--- config.mk ---
export PLATFORM = sky130hd
export DESIGN_NAME = eret_sequencer
export DESIGN_NICKNAME = d
export VERILOG_FILES = /design/src/rtl/eret_sequencer_pkg.sv /design/src/rtl/eret_drain_counter.sv /design/src/rtl/eret_sequencer.sv
export SDC_FILE = /design/constraint.sdc
export NUM_CORES = 1
export LEC_CHECK = 0
export CELL_PAD_IN_SITES_DETAIL_PLACEMENT = 1
export CELL_PAD_IN_SITES_GLOBAL_PLACEMENT = 2
export CORE_MARGIN = 2
export CORE_UTILIZATION = 34
export CTS_BUF_LIST = sky130_fd_sc_hd__clkbuf_4 sky130_fd_sc_hd__clkbuf_8
export DETAILED_ROUTE_END_ITERATION = 7
export GPL_TIMING_DRIVEN = 1
export HOLD_SLACK_MARGIN = 0.15
export PLACE_DENSITY = 0.88
export SLEW_MARGIN = 30
export SYNTH_ARGS = -nofsm -noshare
export SYNTH_HDL_FRONTEND = slang
export SYNTH_SLANG_ARGS = --single-unit
export TNS_END_PERCENT = 50
--- constraint.sdc ---
create_clock -name clk -period 8.9 [get_ports clk]
set_input_delay 0.89 -clock clk [delete_from_list [all_inputs] [get_ports clk]]
set_output_delay 0.89 -clock clk [all_outputs]
set_load 0.01 [all_outputs]
--- src/rtl/eret_sequencer_pkg.sv ---
// rtl/eret_sequencer_pkg.sv - shared types and helpers for the return-from-exception sequencer
package eret_sequencer_pkg;

    typedef enum logic [1:0] {
        ST_IDLE     = 2'd0,
        ST_DRAIN    = 2'd1,
        ST_RESTORE  = 2'd2,
        ST_REDIRECT = 2'd3
    } eret_state_e;

    localparam logic MODE_USER = 1'b1;
    localparam logic MODE_SYS  = 1'b0;

    // Width of the drain cycle counter; covers the full 1..255 timeout range.
    localparam int DRAIN_CNT_W = 8;

    // Masked SR restore: bits inside the mask come from the saved copy, the rest keep their live value.
    function automatic logic [31:0] sr_merge(
        input logic [31:0] saved,
        input logic [31:0] cur,
        input logic [31:0] mask
    );
        return (saved & mask) | (cur & ~mask);
    endfunction

endpackage

--- src/rtl/eret_drain_counter.sv ---
// rtl/eret_drain_counter.sv - saturating drain cycle counter with terminal-count flag
module eret_drain_counter #(
    parameter int                   WIDTH    = 8,
    parameter logic [WIDTH-1:0]     TERMINAL = '0
) (
    input  logic clk,
    input  logic reset,
    input  logic clear,
    input  logic enable,
    output logic tc
);

    logic [WIDTH-1:0] count;

    // Clear wins over enable; the count sticks at all-ones instead of wrapping.
    always_ff @(posedge clk or posedge reset) begin
        if (reset) begin
            count <= '0;
        end else if (clear) begin
            count <= '0;
        end else if (enable && (count != '1)) begin
            count <= count + 1'b1;
        end
    end

    assign tc = (count == TERMINAL);

endmodule

--- src/rtl/eret_sequencer.sv ---
// rtl/eret_sequencer.sv - drains the pipe, restores SR/mode and redirects fetch on eret
module eret_sequencer
    import eret_sequencer_pkg::*;
#(
    parameter int          DRAIN_TIMEOUT = 16,
    parameter logic [31:0] SR_MASK       = 32'hFFFF_FFFF
) (
    input  logic        clk,
    input  logic        reset,
    input  logic        eret,
    input  logic        mode,
    input  logic [31:0] sr_cur,
    input  logic [31:0] esr,
    input  logic [31:0] epc,
    input  logic        emode,
    input  logic        pipe_busy,
    input  logic        fetch_ready,
    input  logic        jisr,
    output logic        stall,
    output logic        flush,
    output logic        sr_we,
    output logic [31:0] sr_wdata,
    output logic        mode_we,
    output logic        mode_wdata,
    output logic        redir_valid,
    output logic [31:0] redir_pc,
    output logic        ill_eret,
    output logic        drain_timeout,
    output logic        busy
);

    localparam logic [DRAIN_CNT_W-1:0] DRAIN_LAST = DRAIN_CNT_W'(DRAIN_TIMEOUT - 1);

    eret_state_e state;
    eret_state_e state_d;

    logic [31:0] esr_snap;
    logic [31:0] epc_snap;
    logic        emode_snap;

    logic accept;
    logic user_eret;
    logic timeout_hit;
    logic cnt_tc;

    // jisr always wins over a new eret; only IDLE looks at eret at all.
    assign accept    = (state == ST_IDLE) && eret && !jisr && (mode == MODE_SYS);
    assign user_eret = (state == ST_IDLE) && eret && !jisr && (mode == MODE_USER);

    eret_drain_counter #(
        .WIDTH    (DRAIN_CNT_W),
        .TERMINAL (DRAIN_LAST)
    ) u_drain_counter (
        .clk    (clk),
        .reset  (reset),
        .clear  (accept),
        .enable (state == ST_DRAIN),
        .tc     (cnt_tc)
    );

    // Next-state selection; an interrupt aborts DRAIN and REDIRECT, while RESTORE completes its strobes first.
    always_comb begin
        state_d     = state;
        timeout_hit = 1'b0;
        case (state)
            ST_IDLE: begin
                if (accept) begin
                    state_d = ST_DRAIN;
                end
            end
            ST_DRAIN: begin
                if (jisr) begin
                    state_d = ST_IDLE;
                end else if (!pipe_busy) begin
                    state_d = ST_RESTORE;
                end else if (cnt_tc) begin
                    state_d     = ST_RESTORE;
                    timeout_hit = 1'b1;
                end
            end
            ST_RESTORE: begin
                state_d = jisr ? ST_IDLE : ST_REDIRECT;
            end
            ST_REDIRECT: begin
                if (jisr || fetch_ready) begin
                    state_d = ST_IDLE;
                end
            end
            default: state_d = ST_IDLE;
        endcase
    end

    // State, snapshot and every output are registered from the next state, so no input reaches an output combinationally.
    always_ff @(posedge clk or posedge reset) begin
        if (reset) begin
            state         <= ST_IDLE;
            esr_snap      <= '0;
            epc_snap      <= '0;
            emode_snap    <= 1'b0;
            stall         <= 1'b0;
            flush         <= 1'b0;
            sr_we         <= 1'b0;
            sr_wdata      <= '0;
            mode_we       <= 1'b0;
            mode_wdata    <= 1'b0;
            redir_valid   <= 1'b0;
            redir_pc      <= '0;
            ill_eret      <= 1'b0;
            drain_timeout <= 1'b0;
            busy          <= 1'b0;
        end else begin
            state <= state_d;
            if (accept) begin
                esr_snap   <= esr;
                epc_snap   <= epc;
                emode_snap <= emode;
            end
            stall         <= (state_d != ST_IDLE);
            busy          <= (state_d != ST_IDLE);
            flush         <= (state_d == ST_DRAIN);
            sr_we         <= (state_d == ST_RESTORE);
            mode_we       <= (state_d == ST_RESTORE);
            sr_wdata      <= (state_d == ST_RESTORE) ? sr_merge(esr_snap, sr_cur, SR_MASK) : '0;
            mode_wdata    <= (state_d == ST_RESTORE) ? emode_snap : 1'b0;
            redir_valid   <= (state_d == ST_REDIRECT);
            redir_pc      <= (state_d == ST_REDIRECT) ? epc_snap : '0;
            ill_eret      <= user_eret;
            drain_timeout <= timeout_hit;
        end
    end

endmodule
# Word level (Yosys, flattened, before mapping)
# Cells that the tools add are included.
dict set report op_classes {
  add_sub_neg 1
  n_eq_ne 8
  muxes 16
  bitwise_logic 1
  n_reduce_logical 10
}
# cell count
set ops {}
lappend ops {{$mux W32} 2}
lappend ops {{$mux W8} 2}
lappend ops {{$mux W2} 6}
lappend ops {{$add A8 B1 Y8 const B} 1}
lappend ops {{$eq A2 B2 Y1 const B} 4}
lappend ops {{$eq A8 B4 Y1 const B} 1}
lappend ops {{$ne A8 B8 Y1 const B} 1}
lappend ops {{$pmux W2 S4} 1}
lappend ops {{$logic_and A1 B1 Y1} 5}
lappend ops {{$mux W1} 5}
lappend ops {{$eq A2 B1 Y1 const B} 2}
lappend ops {{$reduce_bool A2 Y1} 2}
lappend ops {{$logic_not A2 Y1} 1}
lappend ops {{$logic_not A1 Y1} 1}
lappend ops {{$logic_or A1 B1 Y1} 1}
lappend ops {{$not A1 Y1} 1}
dict set report word_totals {
  ff_bits 146
  inputBits 104
  out_inout_bits 73
  wordCells 50
}

# Depth between registers and ports, before layout
dict set report depth {
  ltp_word 8
  mapped_depth 6
  mapped_depth_nobuf 4
}

# Cells and area by module
# From an unflattened synthesis, not the netlist that was laid out.
dict set report hier_totals {
  hier_cells 349
  area_unflattened_um2 5361.4
}
# module n_inst cells_per_inst area_each_um2 seq_area_each_um2
set by_module_without_submodules {}
lappend by_module_without_submodules {eret_sequencer 1 300 4869.7 3453.3}
lappend by_module_without_submodules {eret_drain_counter 1 49 491.7 200.2}

# Worst setup path after synthesis
# Ideal clock, no wire load.
dict set report synth_path {
  path_kind {input -> register}
  from {input port jisr}
  to {register esr_snap[12]}
  setup_ps 127
  arrival_ps 2200
  required_ps 8773
  slack_ps 6572
  stages 6
  n_path_buf 3
  cell_sequence {or4b_1 > buf_4 > nor2_8 > buf_8 > buf_8 > mux2_1}
}
dict set report synth_between {
  elab_chain_cells 3
}
# element line
set synth_lines {}
lappend synth_lines {{start: declaration} eret_sequencer.sv:18} ;# input logic jisr,
lappend synth_lines {{$logic_not A1 Y1} eret_sequencer.sv:47} ;# assign accept = (state == ST_IDLE) && eret && !jisr && (mode == MODE_SYS);
lappend synth_lines {{$logic_and A1 B1 Y1 (2 in a row)} eret_sequencer.sv:47}
lappend synth_lines {{end signal: assignment} eret_sequencer.sv:114} ;# esr_snap <= esr;
lappend synth_lines {{end: declaration} eret_sequencer.sv:37} ;# logic [31:0] esr_snap;
# Every way passes these cells.
# A chain may end at the register's enable or synchronous reset.

# Worst setup path in the final report
dict set report layout_path {
  from {input port jisr}
  to {register epc_snap[19]}
}
dict set report layout_between {
  elab_chain_cells 3
}
# element line
set layout_lines {}
lappend layout_lines {{$logic_not A1 Y1} eret_sequencer.sv:47}
lappend layout_lines {{$logic_and A1 B1 Y1 (2 in a row)} eret_sequencer.sv:47}
lappend layout_lines {{end signal: assignment} eret_sequencer.sv:115} ;# epc_snap <= epc;
lappend layout_lines {{end: declaration} eret_sequencer.sv:38} ;# logic [31:0] epc_snap;
# Every way passes these cells.

==> key figures <==
Routing
  – Pre-antenna DRT Iters: 6
  – Vias per cell: about 4.6
  – Number of remaining DRC errors: 0
  – Routed len/inst: approximately 17 µm
  – Final ANT Viol Nets: 0
  – Overall routed net length: approximately 12,000 µm
  – DR iter-0 viols: 128
  – Vias: 3,337

Die
  – Core area: around 16,000 µm²
  – Die Footprint: 16,900 µm²
  – FP Rows: 46
  – Die X: approximately 130 µm
  – Io pins: 177
  – Initial core utilization: 0.343
  – DIE HEIGHT: approximately 130 µm

Synthesis
  – Mapped Nets: 457
  – Ys async rst share: 1.00
  – Cells after synthesis: between 300 and 400
  – Number of flops mapped to enable cells by yosys: 0
  – Synthesized area: roughly 5400 µm²
  – Distinct cells, synth: 36
  – Ys Warns: 0
  – Synthesis-stage register bit count: between 100 and 150
  – Synth Area per Inst: about 15 µm²
  – Seq/Total Area, Yosys: 0.678
  – Top_reg_cell synth: dfrtp_1

Timing
  – Worst slack on hold paths: between 400 and 500 ps
  – Pins Over Slew Limit: 0
  – Final Hold Fails: 0
  – RSZ-0062 raised after global routing: no
  – Setup TNS: 0 ps
  – Tightest Pin Transition: 838 ps
  – Peak Freq: between 0.3 and 0.4 GHz
  – Post-layout minimum cycle time: 2930 ps
  – Clock skew: approximately 8.6 ps
  – Final setup vio count: 0
  – Max transition margin: 0.438
  – Tcrit/Tclk final: 0.330

Worst setup path
  – Critical path class: in2reg
  – Crit path max-delay family: buffers and inverters
  – Crit-path slowest cell: or4b_1
  – Crit-path cells: clkdlybuf4s50_1 > or4b_1 > nor2_8 > buf_6 > mux2_2
  – Crit path largest cell delay: 720 ps
  – Critical Path Sink Type: flop
  – Worst path required time: approximately 9000 ps
  – CP bufs+invs: 2
  – Crit Path Max Fanout: slightly below 70
  – Arrival @ worst endpoint: 3260 ps
  – Worst setup SP type: input port

Worst hold path
  – Min-delay worst type: reg2reg

Power
  – Max IR drop VDD: about 0.00011 V
  – Leak: roughly 3.2 nW
  – NetSw: 0.370 mW
  – Internal: 1.21 mW
  – PwrDens: 213 nW/µm²
  – Clk pwr share: 0.348
  – Final total power: around 1.6 mW
  – Sw Share: 0.234
  – Sequential cell fraction of total power: 0.514
  – Comb power frac: 0.138

Place
  – Gpl congestion: 0.777
  – DP Wirelength: just under 8000 µm
  – Port bufs: approximately 140
  – Placed Area: roughly 7000 µm²

Global route
  – Grt total ovfl: 0
  – GRT Resource Usage Total: 0.151
  – Vias in the first global route: roughly 3,700
  – Initial antenna violation count: 0
  – Pin count of the biggest net entering global routing: 87
  – First-pass GRT wire length: 19,300 µm

Clock network
  – TritonCTS clock tree: built
  – Clk slew on worst S/H paths: about 80 ps
  – CTS buffer count: 17
  – CTS sink cnt: 146
  – Hold Buf Count CTS: 0
  – Clock buffer depth: 2
  – Post CTS Setup Buffer Count: 0
  – H-Tree Level Count: 4
  – Clk_lat worst skew: around 430 ps
  – Root Driver: clkbuf_8
  – Cts repair resizes: 0

Cells and area
  – Area Overhead vs Synth: 37.6%
  – Final instance area: 7420 µm²
  – Nets: 602
  – Commonest non-fill, non-tap cell in the layout: dfrtp_1
  – Layout cell share with drive strength beyond 1: 0.188
  – Most frequent cells in the layout: dfrtp_1 (146), clkdlybuf4s50_1 (144), mux2_2 (48)
  – Antenna cells: 0

Job
  – Max-cap violations: 0

Status
  – Outcome: completed
## through the flow
step            util  instances  setup WS [ps]
2_1_floorplan      -        352           4090
3_3_place_gp   0.445        694           5360
3_5_place_dp   0.445        694           5290
4_1_cts        0.472        726           5760
5_1_grt        0.472        726           5880
6_report       0.472        726           5970
## registers in the layout, indices dropped and copies added (netlist names)
signal,flops
drain_timeout,1
mode_wdata,1
emode_snap,1
redir_valid,1
busy,1
u_drain_counter.count,8
state,2
ill_eret,1
esr_snap,32
redir_pc,32
sr_wdata,32
mode_we,1
flush,1
epc_snap,32
## worst register-to-register path: stages (launching register included)
cell and delay, ps:
dfrtp_1 430, or4b_1 760, nor2_8 160, buf_6 580, mux2_2 460
## per-layer routing
| metal | share of wire | GRT usage |
|---|---|---|
| met5 | 0 | 0 |
| met4 | 0.024 | 0.0670 |
| met3 | 0.063 | 0.0549 |
| met2 | 0.51 | 0.255 |
| met1 | 0.40 | 0.173 |
## kinds of logic after synthesis
kind of cell	Yosys count	share of synthesized area
AOI/OAI and AO/OA	17	0.0209
adders and majority gates	1	0.00232
buffers and inverters	27	0.0309
DFF	146	0.678
muxes	70	0.152
and+or+nand+nor	91	0.116
## worst paths after layout
kind | slack [ps] | startpoint | cells past startpoint | to
worst max-delay path | 5970 | jisr | 5 | epc_snap[19]$_DFFE_PP0P_
worst min-delay path | 480 | epc_snap[20]$_DFFE_PP0P_ | 1 | redir_pc[20]$_DFF_PP0_
worst max register to register | 6400 | state[0]$_DFF_PP0_ | 4 | epc_snap[19]$_DFFE_PP0P_
worst min register to register | 480 | epc_snap[20]$_DFFE_PP0P_ | 1 | redir_pc[20]$_DFF_PP0_
max in group asynchronous | 6620 | reset | 3 | epc_snap[1]$_DFFE_PP0P_
min in group asynchronous | 960 | reset | 2 | redir_pc[26]$_DFF_PP0_
## cells in the mapped netlist (2+ instances only)
master,instances,area [µm²]
nand2_1,3,11.3
and2_1,33,206
mux2i_1,5,50.1
nor2_1,2,7.51
nand2b_1,2,12.5
nand3_1,4,20.0
mux2_1,7,78.8
o21ai_0,7,35.0
mux2_2,48,541
a21oi_1,2,10.0
a211oi_1,2,15.0
nor3b_1,34,255
mux2_4,10,150
clkbuf_1,12,45.0
nand4_1,3,18.8
buf_4,7,52.6
buf_8,2,30.0
inv_1,5,18.8
and4b_1,2,20.0
dfrtp_1,146,3650
## area by class of cell
cell class,count,area [µm²]
clock inverter,9,129
fill,1564,8290
tap,216,270
multi-input combinational,179,1570
timing repair buffer,148,1480
sequential,146,3650
clock buffer,23,298
inverter,5,23.8
## power by group through the flow
stage	clock, mW	combinational [mW]	sequential (mW)
floorplan	0	0.141	0.814
global placement	0	0.211	0.818
detailed placement	0	0.221	0.826
CTS	0.574	0.222	0.814
global route	0.601	0.238	0.827
finish	0.551	0.217	0.812
No activity file was read; power rests on OpenSTA's default activity.
